### src/rtl/decode_stage.sv
// decode_stage: instruction-decode stage of the 16-bit pipelined processor.
//
// Takes instruction words from fetch, decodes them into register-file
// addresses and EX-stage control, and registers the result.  Two-word LDM
// instructions are assembled here (opcode word, then immediate word).
// A one-cycle bubble is inserted when a word reads the destination of the
// LDD issued in the previous cycle.
//
// Ports:
//   clk, reset            clock (posedge), synchronous active-high reset
//   if_valid/if_instr/if_pc   word offered by fetch
//   if_ready              word consumed this cycle (combinational)
//   ex_stall              hold all outputs and internal state
//   flush                 discard in-flight decode, including a pending LDM
//   id_valid ... illegal  registered decode results for RF / EX
//
// state    | meaning
// ---------+-------------------------------------------
// S_DECODE | normal decode of one word per cycle
// S_IMM    | LDM opcode seen, waiting for its immediate
module decode_stage #(
    parameter int DATA_W = 16,
    parameter int REG_AW = 3
) (
    input  logic              clk,
    input  logic              reset,
    input  logic              if_valid,
    input  logic [DATA_W-1:0] if_instr,
    input  logic [DATA_W-1:0] if_pc,
    output logic              if_ready,
    input  logic              ex_stall,
    input  logic              flush,
    output logic              id_valid,
    output logic [REG_AW-1:0] read_addr1,
    output logic [REG_AW-1:0] read_addr2,
    output logic [REG_AW-1:0] write_addr,
    output logic              one_operand,
    output logic              mem_write,
    output logic              mem_read,
    output logic              reg_write,
    output logic              is_ldm,
    output logic [DATA_W-1:0] imm,
    output logic [1:0]        func,
    output logic              is_branch,
    output logic [DATA_W-1:0] pc_out,
    output logic              illegal
);

    localparam logic [0:0] S_DECODE = 1'b0;
    localparam logic [0:0] S_IMM    = 1'b1;

    logic [0:0]        state, state_nxt;
    logic              ld_valid, ld_valid_nxt;
    logic [REG_AW-1:0] ld_rd, ld_rd_nxt;
    logic [REG_AW-1:0] ldm_rd, ldm_rd_nxt;
    logic [DATA_W-1:0] ldm_pc, ldm_pc_nxt;

    logic [2:0]        cls;
    logic [1:0]        fn;
    logic [REG_AW-1:0] rdst, rs1, rs2;
    logic              uses_rs1, uses_rs2, hazard, accept;

    logic              id_valid_n, one_n, mw_n, mr_n, rw_n, ldm_n, br_n, ill_n;
    logic [REG_AW-1:0] ra1_n, ra2_n, wa_n;
    logic [DATA_W-1:0] imm_n, pc_n;
    logic [1:0]        func_n;

    assign cls  = if_instr[15:13];
    assign fn   = if_instr[12:11];
    assign rdst = if_instr[10:8];
    assign rs1  = if_instr[7:5];
    assign rs2  = if_instr[4:2];

    // Only sources the instruction really reads can create a load-use hazard.
    assign uses_rs1 = (cls == 3'b000 && fn != 2'b00) || cls == 3'b001 ||
                      cls == 3'b011 || cls == 3'b100 || cls == 3'b101;
    assign uses_rs2 = cls == 3'b001 || cls == 3'b100;

    // The LDM immediate word is data, never checked for hazards.
    assign hazard = state == S_DECODE && ld_valid && if_valid &&
                    ((uses_rs1 && rs1 == ld_rd) || (uses_rs2 && rs2 == ld_rd));

    assign if_ready = !reset && !flush && !ex_stall && !hazard;
    assign accept   = if_valid && if_ready;

    // Next output bundle for a non-stalled cycle; defaults describe a bubble.
    always_comb begin
        id_valid_n   = 1'b0;
        ra1_n        = '0;
        ra2_n        = '0;
        wa_n         = '0;
        one_n        = 1'b0;
        mw_n         = 1'b0;
        mr_n         = 1'b0;
        rw_n         = 1'b0;
        ldm_n        = 1'b0;
        imm_n        = '0;
        func_n       = 2'b00;
        br_n         = 1'b0;
        ill_n        = 1'b0;
        pc_n         = pc_out;
        state_nxt    = flush ? S_DECODE : state;
        ld_valid_nxt = 1'b0;
        ld_rd_nxt    = ld_rd;
        ldm_rd_nxt   = ldm_rd;
        ldm_pc_nxt   = ldm_pc;

        if (accept) begin
            if (state == S_IMM) begin
                id_valid_n = 1'b1;
                wa_n       = ldm_rd;
                rw_n       = 1'b1;
                ldm_n      = 1'b1;
                imm_n      = if_instr;
                pc_n       = ldm_pc;
                state_nxt  = S_DECODE;
            end else begin
                case (cls)
                    3'b000: begin
                        id_valid_n = 1'b1;
                        pc_n       = if_pc;
                        if (fn != 2'b00) begin
                            ra1_n  = rs1;
                            wa_n   = rdst;
                            one_n  = 1'b1;
                            rw_n   = 1'b1;
                            func_n = fn;
                        end
                    end
                    3'b001: begin
                        id_valid_n = 1'b1;
                        pc_n       = if_pc;
                        ra1_n      = rs1;
                        ra2_n      = rs2;
                        wa_n       = rdst;
                        rw_n       = 1'b1;
                        func_n     = fn;
                    end
                    3'b010: begin
                        ldm_rd_nxt = rdst;
                        ldm_pc_nxt = if_pc;
                        state_nxt  = S_IMM;
                    end
                    3'b011: begin
                        id_valid_n   = 1'b1;
                        pc_n         = if_pc;
                        ra1_n        = rs1;
                        wa_n         = rdst;
                        mr_n         = 1'b1;
                        rw_n         = 1'b1;
                        ld_valid_nxt = 1'b1;
                        ld_rd_nxt    = rdst;
                    end
                    3'b100: begin
                        id_valid_n = 1'b1;
                        pc_n       = if_pc;
                        ra1_n      = rs1;
                        ra2_n      = rs2;
                        mw_n       = 1'b1;
                    end
                    3'b101: begin
                        id_valid_n = 1'b1;
                        pc_n       = if_pc;
                        ra1_n      = rs1;
                        br_n       = 1'b1;
                    end
                    default: ill_n = 1'b1;
                endcase
            end
        end
    end

    always_ff @(posedge clk) begin
        if (reset) begin
            state       <= S_DECODE;
            ld_valid    <= 1'b0;
            ld_rd       <= '0;
            ldm_rd      <= '0;
            ldm_pc      <= '0;
            id_valid    <= 1'b0;
            read_addr1  <= '0;
            read_addr2  <= '0;
            write_addr  <= '0;
            one_operand <= 1'b0;
            mem_write   <= 1'b0;
            mem_read    <= 1'b0;
            reg_write   <= 1'b0;
            is_ldm      <= 1'b0;
            imm         <= '0;
            func        <= 2'b00;
            is_branch   <= 1'b0;
            pc_out      <= '0;
            illegal     <= 1'b0;
        end else if (flush || !ex_stall) begin
            state       <= state_nxt;
            ld_valid    <= ld_valid_nxt;
            ld_rd       <= ld_rd_nxt;
            ldm_rd      <= ldm_rd_nxt;
            ldm_pc      <= ldm_pc_nxt;
            id_valid    <= id_valid_n;
            read_addr1  <= ra1_n;
            read_addr2  <= ra2_n;
            write_addr  <= wa_n;
            one_operand <= one_n;
            mem_write   <= mw_n;
            mem_read    <= mr_n;
            reg_write   <= rw_n;
            is_ldm      <= ldm_n;
            imm         <= imm_n;
            func        <= func_n;
            is_branch   <= br_n;
            pc_out      <= pc_n;
            illegal     <= ill_n;
        end else begin
            // Stalled: everything holds, but the illegal pulse must not stretch.
            illegal <= 1'b0;
        end
    end

endmodule

### config.mk
export PLATFORM = sky130hd
export DESIGN_NAME = decode_stage
export DESIGN_NICKNAME = d
export VERILOG_FILES = /design/src/rtl/decode_stage.sv
export SDC_FILE = /design/constraint.sdc
export NUM_CORES = 1
export LEC_CHECK = 0
export BUFFER_PORTS_ARGS = -buffer_cell sky130_fd_sc_hd__buf_2
export CORE_MARGIN = 10
export CORE_UTILIZATION = 45
export DETAILED_ROUTE_END_ITERATION = 7
export PLACE_DENSITY = 0.79
export SYNTH_ARGS = -nofsm -noshare
export SYNTH_HDL_FRONTEND = slang
export SYNTH_SLANG_ARGS = --single-unit
### constraint.sdc
create_clock -name clk -period 4.6 [get_ports clk]
set_input_delay 0.23 -clock clk [delete_from_list [all_inputs] [get_ports clk]]
set_output_delay 0.23 -clock clk [all_outputs]
set_load 0.02 [all_outputs]
==> key figures, run 1 <==
Power and ir drop
  • Tot Pwr: around 1.2 mW
  • Peak VDD IR: a little over 0.2 mV
  • P_leak: 1.80 nW
  • PwrDens: 335 mW/mm^2

Min path
  • Hold_sp: if_instr[0]
  • Cells on Worst Hold Path: 3
  • Hold Crit Class: input port to flip-flop

Drt
  • Remaining antenna violation count: 0
  • Detailed Routing Iterations Pass 1: 5
  • Initial DRC count: 88
  • Residual DRC: 0
  • Routed WL per cell: 16.3 um
  • Via count: roughly 2400
  • Vias/cell: 5.24
  • WL final: 7530 um

Floorplan
  • Initial Utilization: 0.457
  • I/O pins: 89
  • Die Ht: about 100 um
  • Row cnt: 30
  • Die W: 103 um
  • DIE AREA: 0.0105 mm^2
  • Placeable Area: 0.00672 mm^2

STA
  • Least-Margin Pin Slew: 1.08 ns
  • F_max: 411 MHz
  • Setup TNS: 0 ns
  • Slew HR: 0.281
  • RSZ-0062 raised after global routing: false
  • Final Cycle Share: 0.529
  • Final Skew: 0.00855 ns
  • Min Tclk post-route: roughly 2.4 ns
  • Final setup fails: 0
  • Max-slew violation count: 0
  • Final Hold Viols: 0

Critical path
  • Slowest stage delay, CP: 0.50 ns
  • Path depth of the worst reg2reg path: 7
  • CP max stage cell: nor4_1
  • Worst path bufs/invs: 3
  • CP delay by family, top: simple AND/OR/NAND/NOR gates
  • Crit path cell chain: buf_4 > nand3b_1 > nor4_1 > nand2_1 > nand2_1 > inv_1 > buf_2
  • Worst R2R End: pc_out[5]
  • Most used cell, CP: nand2_1
  • CP Launch Type: flip-flop
  • CP required: 4.37 ns
  • CP endpoint: if_ready
  • Critical path fanouts, max: 21
  • Crit path DAT: between 2 and 2.5 ns
  • Reg2reg setup slack: 2.37 ns
  • Setup crit start: state
  • RR Startpoint: state
  • CP Depth: 7
  • CP Class: flip-flop to output pin
  • CP endpoint kind: output pin

Place
  • IO Port Bufs: 88
  • Placed wire-length estimate: 5350 um
  • GP Congestion: 0.821

Global route
  • First-pass GRT wire length: 12100 um
  • GRT overflow: 0
  • Vias in the first global route: 2485
  • Largest net degree at the start of global routing: 69
  • Antenna violations before repair: 0
  • GR Util All Layers: 0.143

Yosys
  • Post-synth EDFFs: 0
  • Syn Inst Count: roughly 300
  • Flops & latches, synth: 74
  • Area share of the largest cell type after synthesis: 0.482
  • Mapped Area: 0.00307 mm^2
  • Post-synthesis sequential area ratio: 0.482
  • Cell variety after synth: 33
  • Top post-synthesis cells by area: dfxtp_1 (48%), mux2i_1 (18%), nor2_1 (5.5%), a22oi_1 (4.6%), nand2b_1 (4.5%)
  • Asr flop ratio synth: 0
  • Commonest cells in the netlist: dfxtp_1 (74), mux2i_1 (54), nor2_1 (45), nand2b_1 (22), a22oi_1 (19)
  • Top-count cell post-synth: dfxtp_1
  • Ys Warns: 0
  • Post-Syn Area per Cell: 10.3 um^2
  • Largest area contributor in the netlist: dfxtp_1
  • Net count after synthesis: 335
  • Main synth FF type: dfxtp_1

Outcome
  • Status: completed

Clock network
  • Clock transition at path regs: 0.08 ns
  • Worst skew pair latency: 0.33 ns
  • Max Root-Sink Buffers: 2
  • H-tree Lvls: 3
  • Hold buffers post-CTS: 0
  • Post-CTS setup buffer count: 0
  • Clk root buf: clkbuf_8
  • # resized after CTS: 0
  • CTS tree: yes
  • Num CTS Buffers: 9
  • Clock tree sinks: 74

Layout
  • Nets: 414
  • Area Overhead vs Synth: 20.8%
  • Share of cells above drive strength 1: 0.304
  • # diodes: 0

Run
  • Max Cap Viol: 0
==> per-stage QoR <==
stage	setup WS [ns]	instances	instance area (um^2)	hold slack, ns	utilization
CTS	2.15	462	3710	0.122	0.552
finish	2.17	462	3710	0.141	0.552
floorplan	2.77	298	3070	0.374	-
global route	1.97	462	3710	0.129	0.552
global placement	2.34	446	3510	0.444	0.522
detailed placement	2.25	446	3510	0.447	0.522
==> cells in the final DEF (no fill, tap or decap), types with 2 or more instances in the layout <==
master / n
o32ai_1: 3
clkinv_2: 3
mux2i_1: 54
o21ai_0: 4
dfxtp_1: 74
a21oi_1: 3
buf_2: 88
nand2b_1: 22
nand2_1: 9
buf_4: 3
clkbuf_8: 11
a22oi_1: 19
nor4_1: 2
nor3_1: 3
nor2b_1: 4
a22o_1: 2
a32o_1: 9
inv_1: 2
xor2_1: 6
nor2_1: 45
and3_1: 2
==> worst min-delay path by stage <==
stage / slack (ns) / endpoint
after floorplan: 0.37 / ldm_pc[0]
after global placement: 0.44 / id_valid
after detailed placement: 0.45 / id_valid
after CTS: 0.12 / imm[0]
after global routing: 0.13 / ldm_pc[0]
final: 0.14 / imm[0]
==> cells by family after synthesis <==
family                    count (synthesis)  share of synthesized area
and+or+nand+nor                          95                      0.156
DFF                                      74                      0.482
muxes                                    54                      0.176
AOI/OAI and AO/OA                        44                      0.124
buffers and inverters                    25                     0.0448
xor gates and xnor gates                  6                     0.0171
==> layer usage <==
metal | vias up | wire, um | global-route usage
met5 | - | 0 | 0
met2 | 89 | 3450 | 0.228
met4 | 0 | 20 | 0.0347
met3 | 4 | 707 | 0.0664
met1 | 1125 | 3350 | 0.172
li1 | 1203 | - | -
==> layout make-up <==
type	count	area, um^2
Fill cell	603	3010
Sequential cell	74	1480
Multi-Input combinational cell	199	1450
Timing Repair Buffer	91	463
Clock buffer	11	151
Tap cell	80	100
Clock inverter	5	52.6
Inverter	2	7.51
==> power breakdown <==
part           switching [mW]  leakage, nW  total, mW  internal, mW
Combinational          0.0562         1.09     0.0908        0.0347
Sequential            0.00299        0.597      0.649         0.646
Clock                   0.226        0.105      0.504         0.277
==> worst min-delay path, cell delays in order <==
cell and delay [ns]:
buf_2 0.08, a22oi_1 0.06, nor2_1 0.07
==> flip-flops by register name (all words and copies together), names as in the netlist <==
name and flops:
func 2, id_valid 1, illegal 1, imm 16, is_branch 1, is_ldm 1
ld_rd 3, ld_valid 1, ldm_pc 16, ldm_rd 3, mem_write 1, one_operand 1
pc_out 16, read_addr1 3, read_addr2 3, reg_write 1, state 1, write_addr 3
(Power assumes the default switching activity.)
==> run 2: changes to the inputs <==
--- a/config.mk
+++ b/config.mk
@@ -5,11 +5,12 @@
 export SDC_FILE = /design/constraint.sdc
 export NUM_CORES = 1
 export LEC_CHECK = 0
+export ABC_AREA = 1
 export BUFFER_PORTS_ARGS = -buffer_cell sky130_fd_sc_hd__buf_2
 export CORE_MARGIN = 10
 export CORE_UTILIZATION = 45
 export DETAILED_ROUTE_END_ITERATION = 7
-export PLACE_DENSITY = 0.79
+export PLACE_DENSITY = 0.8
 export SYNTH_ARGS = -nofsm -noshare
 export SYNTH_HDL_FRONTEND = slang
 export SYNTH_SLANG_ARGS = --single-unit
==> constraint.sdc (replaced) <==
create_clock -name clk -period 2.2 [get_ports clk]
set_input_delay 0.11 -clock clk [delete_from_list [all_inputs] [get_ports clk]]
set_output_delay 0.11 -clock clk [all_outputs]
set_load 0.02 [all_outputs]
==> run 2 against run 1 <==
Net effect:
- highest routed layer unchanged
- die area up 13%
- flip-flop and latch count unchanged
- largest power group unchanged
- combinational power rose to 2.7 times the previous value
- non-clock buffer count up 15
- synthesized cell count up 82%
==> key figures, run 2 <==
Outcome
  • Status: completed

STA
  • Final Cycle Share: 0.893
  • F_max: 509 MHz
  • Final Skew: 0.00766 ns (-0.000892 ns)
  • RSZ-0062 raised after global routing: false
  • Least-Margin Pin Slew: 0.577 ns (-0.499 ns)
  • Final Hold Viols: 0 (unchanged)
  • Slew HR: 0.613 (+0.332)
  • Min Tclk post-route: 1.96 ns
  • Final setup fails: 0 (unchanged)
  • Max-slew violation count: 0 (unchanged)
  • Min Hold Slack: 0.0167 ns (-0.125 ns)
  • Setup TNS: 0 ns (unchanged)

Power and ir drop
  • Clock Power Share: 0.452 (+0.047)
  • Switching fraction of total power: 0.231 (+0.00120)
  • P_int: 2.26 mW (+140%)
  • Sequential power share: 0.463 (-0.059)
  • Peak VDD IR: 0.291 mV (+41%)
  • Tot Pwr: 2.93 mW (+140%)
  • P_leak: 2.33 nW (+30%)
  • Logic pwr share: 0.085 (+0.012)
  • Sw power: 0.677 mW (+140%)
  • PwrDens: 665 mW/mm^2 (+98%)

Clock network
  • Worst skew pair latency: 0.35 ns (+0.02 ns)
  • Clk root buf: clkbuf_8
  • CTS tree: yes
  • Post-CTS setup buffer count: 0 (unchanged)
  • Max Root-Sink Buffers: 2 (unchanged)
  • Clock tree sinks: 74 (unchanged)
  • H-tree Lvls: 3 (unchanged)
  • Clock transition at path regs: 0.08 ns (about the same)
  • Num CTS Buffers: 9 (unchanged)

Critical path
  • Worst R2R End: ldm_pc[5]
  • Crit path cell chain: inv_1 > nand2_1 > nand2_1 > nand2_1 > nor2_1 > nand2_1 > nand2_4 > a21boi_4 > buf_12 > buf_2
  • CP max stage cell: dfxtp_1
  • CP Class: flip-flop to output pin
  • Reg2reg setup slack: 0.47 ns (-1.90 ns)
  • Crit path DAT: 1.85 ns (-0.35 ns)
  • CP delay by family, top: buffers and inverters
  • Slowest stage delay, CP: 0.36 ns (-0.14 ns)
  • Most used cell, CP: nand2_1
  • CP endpoint kind: output pin
  • Critical path fanouts, max: 23 (+9.5%)
  • CP required: 2.09 ns (-2.28 ns)
  • Path depth of the worst reg2reg path: 13 (+6)
  • CP Launch Type: flip-flop
  • Worst path bufs/invs: 3 (unchanged)
  • RR Startpoint: ld_rd[2]

Min path
  • Hold Crit Class: input port to flip-flop
  • Hold_sp: if_pc[4]
  • Cells on Worst Hold Path: 3 (unchanged)
  • Hold Path End: ldm_pc[4]

Drt
  • Remaining antenna violation count: 0 (unchanged)
  • Residual DRC: 0 (unchanged)
  • WL final: 9340 um (+24%)
  • Via count: 3537 (+46%)
  • Vias/cell: 4.82 (-8.0%)
  • Routed WL per cell: 12.7 um (-22%)
  • Detailed Routing Iterations Pass 1: 5 (unchanged)
  • Initial DRC count: 131 (+49%)

Yosys
  • Main synth FF type: dfxtp_1
  • Area share of the largest cell type after synthesis: 0.413 (-0.0694)
  • Asr flop ratio synth: 0 (unchanged)
  • Ys Warns: 0 (unchanged)
  • Net count after synthesis: 579 (+73%)
  • Largest area contributor in the netlist: dfxtp_1
  • Top post-synthesis cells by area: dfxtp_1 (41%), nand2_1 (17%), nor2_1 (8.3%), inv_1 (6.6%), nand3_1 (6.3%)
  • Top-count cell post-synth: nand2_1
  • Post-synthesis sequential area ratio: 0.413 (-0.0694)
  • Post-synth EDFFs: 0 (unchanged)
  • Post-Syn Area per Cell: 6.62 um^2 (-36%)
  • Commonest cells in the netlist: nand2_1 (159), nor2_1 (79), dfxtp_1 (74), inv_1 (63), nand3_1 (45)
  • Mapped Area: 0.00359 mm^2 (+17%)
  • Flops & latches, synth: 74 (unchanged)
  • Cell variety after synth: 29 (-12%)
  • Syn Inst Count: 542 (+82%)

Global route
  • Vias in the first global route: 3448 (+39%)
  • GR Util All Layers: 0.158 (+0.0142)
  • First-pass GRT wire length: 15300 um (+27%)
  • Antenna violations before repair: 1 (+1)
  • Largest net degree at the start of global routing: 38 (-45%)
  • GRT overflow: 0 (unchanged)

Place
  • DP Cell Count: 709 (+59%)
  • GP Congestion: 0.936 (+14%)
  • IO Port Bufs: 88 (unchanged)
  • Placed wire-length estimate: 6720 um (+26%)

Layout
  • Filler instances: 765 (+27%)
  • Most common cell after layout, fill and taps aside: nand2_1
  • Area Overhead vs Synth: 23.1%
  • Largest registers: imm (16), ldm_pc (16), pc_out (16)
  • Sequential cell area: 0.00148 mm^2 (unchanged)
  • Finished Core Util: 0.571 (+0.0191)
  • Most frequent cells in the layout: nand2_1 (159), buf_2 (88), nor2_1 (78), dfxtp_1 (74), inv_1 (63)
  • Share of cells above drive strength 1: 0.214 (-0.0901)
  • # diodes: 0 (unchanged)
  • Non-filler cells, final: 734 (+59%)
  • Area of the multi-input gates: 0.00169 mm^2 (+16%)
  • Nets: 664 (+60%)

Floorplan
  • DIE AREA: 0.0119 mm^2 (+13%)
  • Placeable Area: 0.00773 mm^2 (+15%)
  • I/O pins: 89 (unchanged)
  • Die W: 109 um (+6.5%)
  • Initial Utilization: 0.464 (+0.00707)
  • Die Ht: 109 um (+6.5%)
  • Row cnt: 32 (+6.7%)

Run
  • Max Cap Viol: 0 (unchanged)
[run 2: cell types whose count changed after synthesis, moves of 10 or more]
cell      previous run  this run
a21oi_1              3        38
nand2b_1            22         0
mux2i_1             54         0
nor2_2               0        10
nand2_1              9       159
nand3_1              0        45
o21ai_0              4        19
nor2_1              45        79
inv_1                2        63
a22oi_1             19         0
[run 2: what timing repair did]
| item | CTS | global route |
|---|---|---|
| hold buffers | 9 | 0 |
| resized for setup | 0 | 0 |
| hold endpoints to repair | 9 | 0 |
[run 2: worst max-delay path by stage]
stage | from | to | slack, ns | depth (start not counted)
2_1_floorplan | ld_rd[2] | ldm_pc[10] | 0.80 | 13
3_3_place_gp | if_instr[14] | ldm_pc[6] | 0.52 | 11
3_5_place_dp | if_instr[14] | ldm_pc[5] | 0.44 | 12
4_1_cts | ld_rd[2] | if_ready | 0.23 | 10
5_1_grt | ld_rd[2] | if_ready | 0.12 | 10
6_report | ld_rd[2] | if_ready | 0.24 | 10
[run 2: power by group through the flow]
stage / clock (mW) / combinational [mW] / sequential (mW)
finish: 1.33 / 0.249 / 1.36
detailed placement: 0 / 0.235 / 1.39
CTS: 1.35 / 0.249 / 1.36
floorplan: 0 / 0.135 / 1.40
global placement: 0 / 0.232 / 1.39
global route: 1.40 / 0.277 / 1.36
[run 2: metal layers]
metal | vias up | routed length [um] | global-route usage
met5 | - | 0 | 0
met4 | 0 | 127 | 0.0641
met3 | 14 | 758 | 0.0531
met2 | 106 | 4580 | 0.277
met1 | 1583 | 3870 | 0.170
li1 | 1834 | - | -
[run 2: worst register-to-register path: stages, from the launching register on]
cell and delay (ns):
dfxtp_1 0.36, inv_1 0.06, nand2_1 0.06, nand2_1 0.05
nand2_1 0.05, nor2_1 0.04, nand2_1 0.09, nand2_4 0.07
nand2_4 0.10, nand4_4 0.27, buf_12 0.29, nand2_1 0.07
nand2_1 0.04, nor2_1 0.10
[run 2: area by class of cell]
cell class / instances / share of cell area
Clock buffer: 12 / 0.0351
Clock inverter: 4 / 0.0221
Inverter: 64 / 0.0544
Multi-Input combinational cell: 372 / 0.383
Sequential cell: 74 / 0.336
Tap cell: 102 / 0.0289
Timing Repair Buffer: 106 / 0.141
[run 2: logic make-up after synthesis]
| kind of cell | Yosys count | share of synthesized area |
|---|---|---|
| AOI/OAI and AO/OA | 61 | 0.0914 |
| xor gates and xnor gates | 5 | 0.0122 |
| buffers and inverters | 96 | 0.117 |
| DFF | 74 | 0.413 |
| and+or+nand+nor | 306 | 0.367 |
[run 2: through the flow]
stage                     worst slack (ns)  area [um^2]
final                                0.236         4410
after global routing                 0.117         4410
after CTS                            0.227         4410
after detailed placement             0.436         4070
after global placement               0.517         4070
after floorplan                      0.795         3590
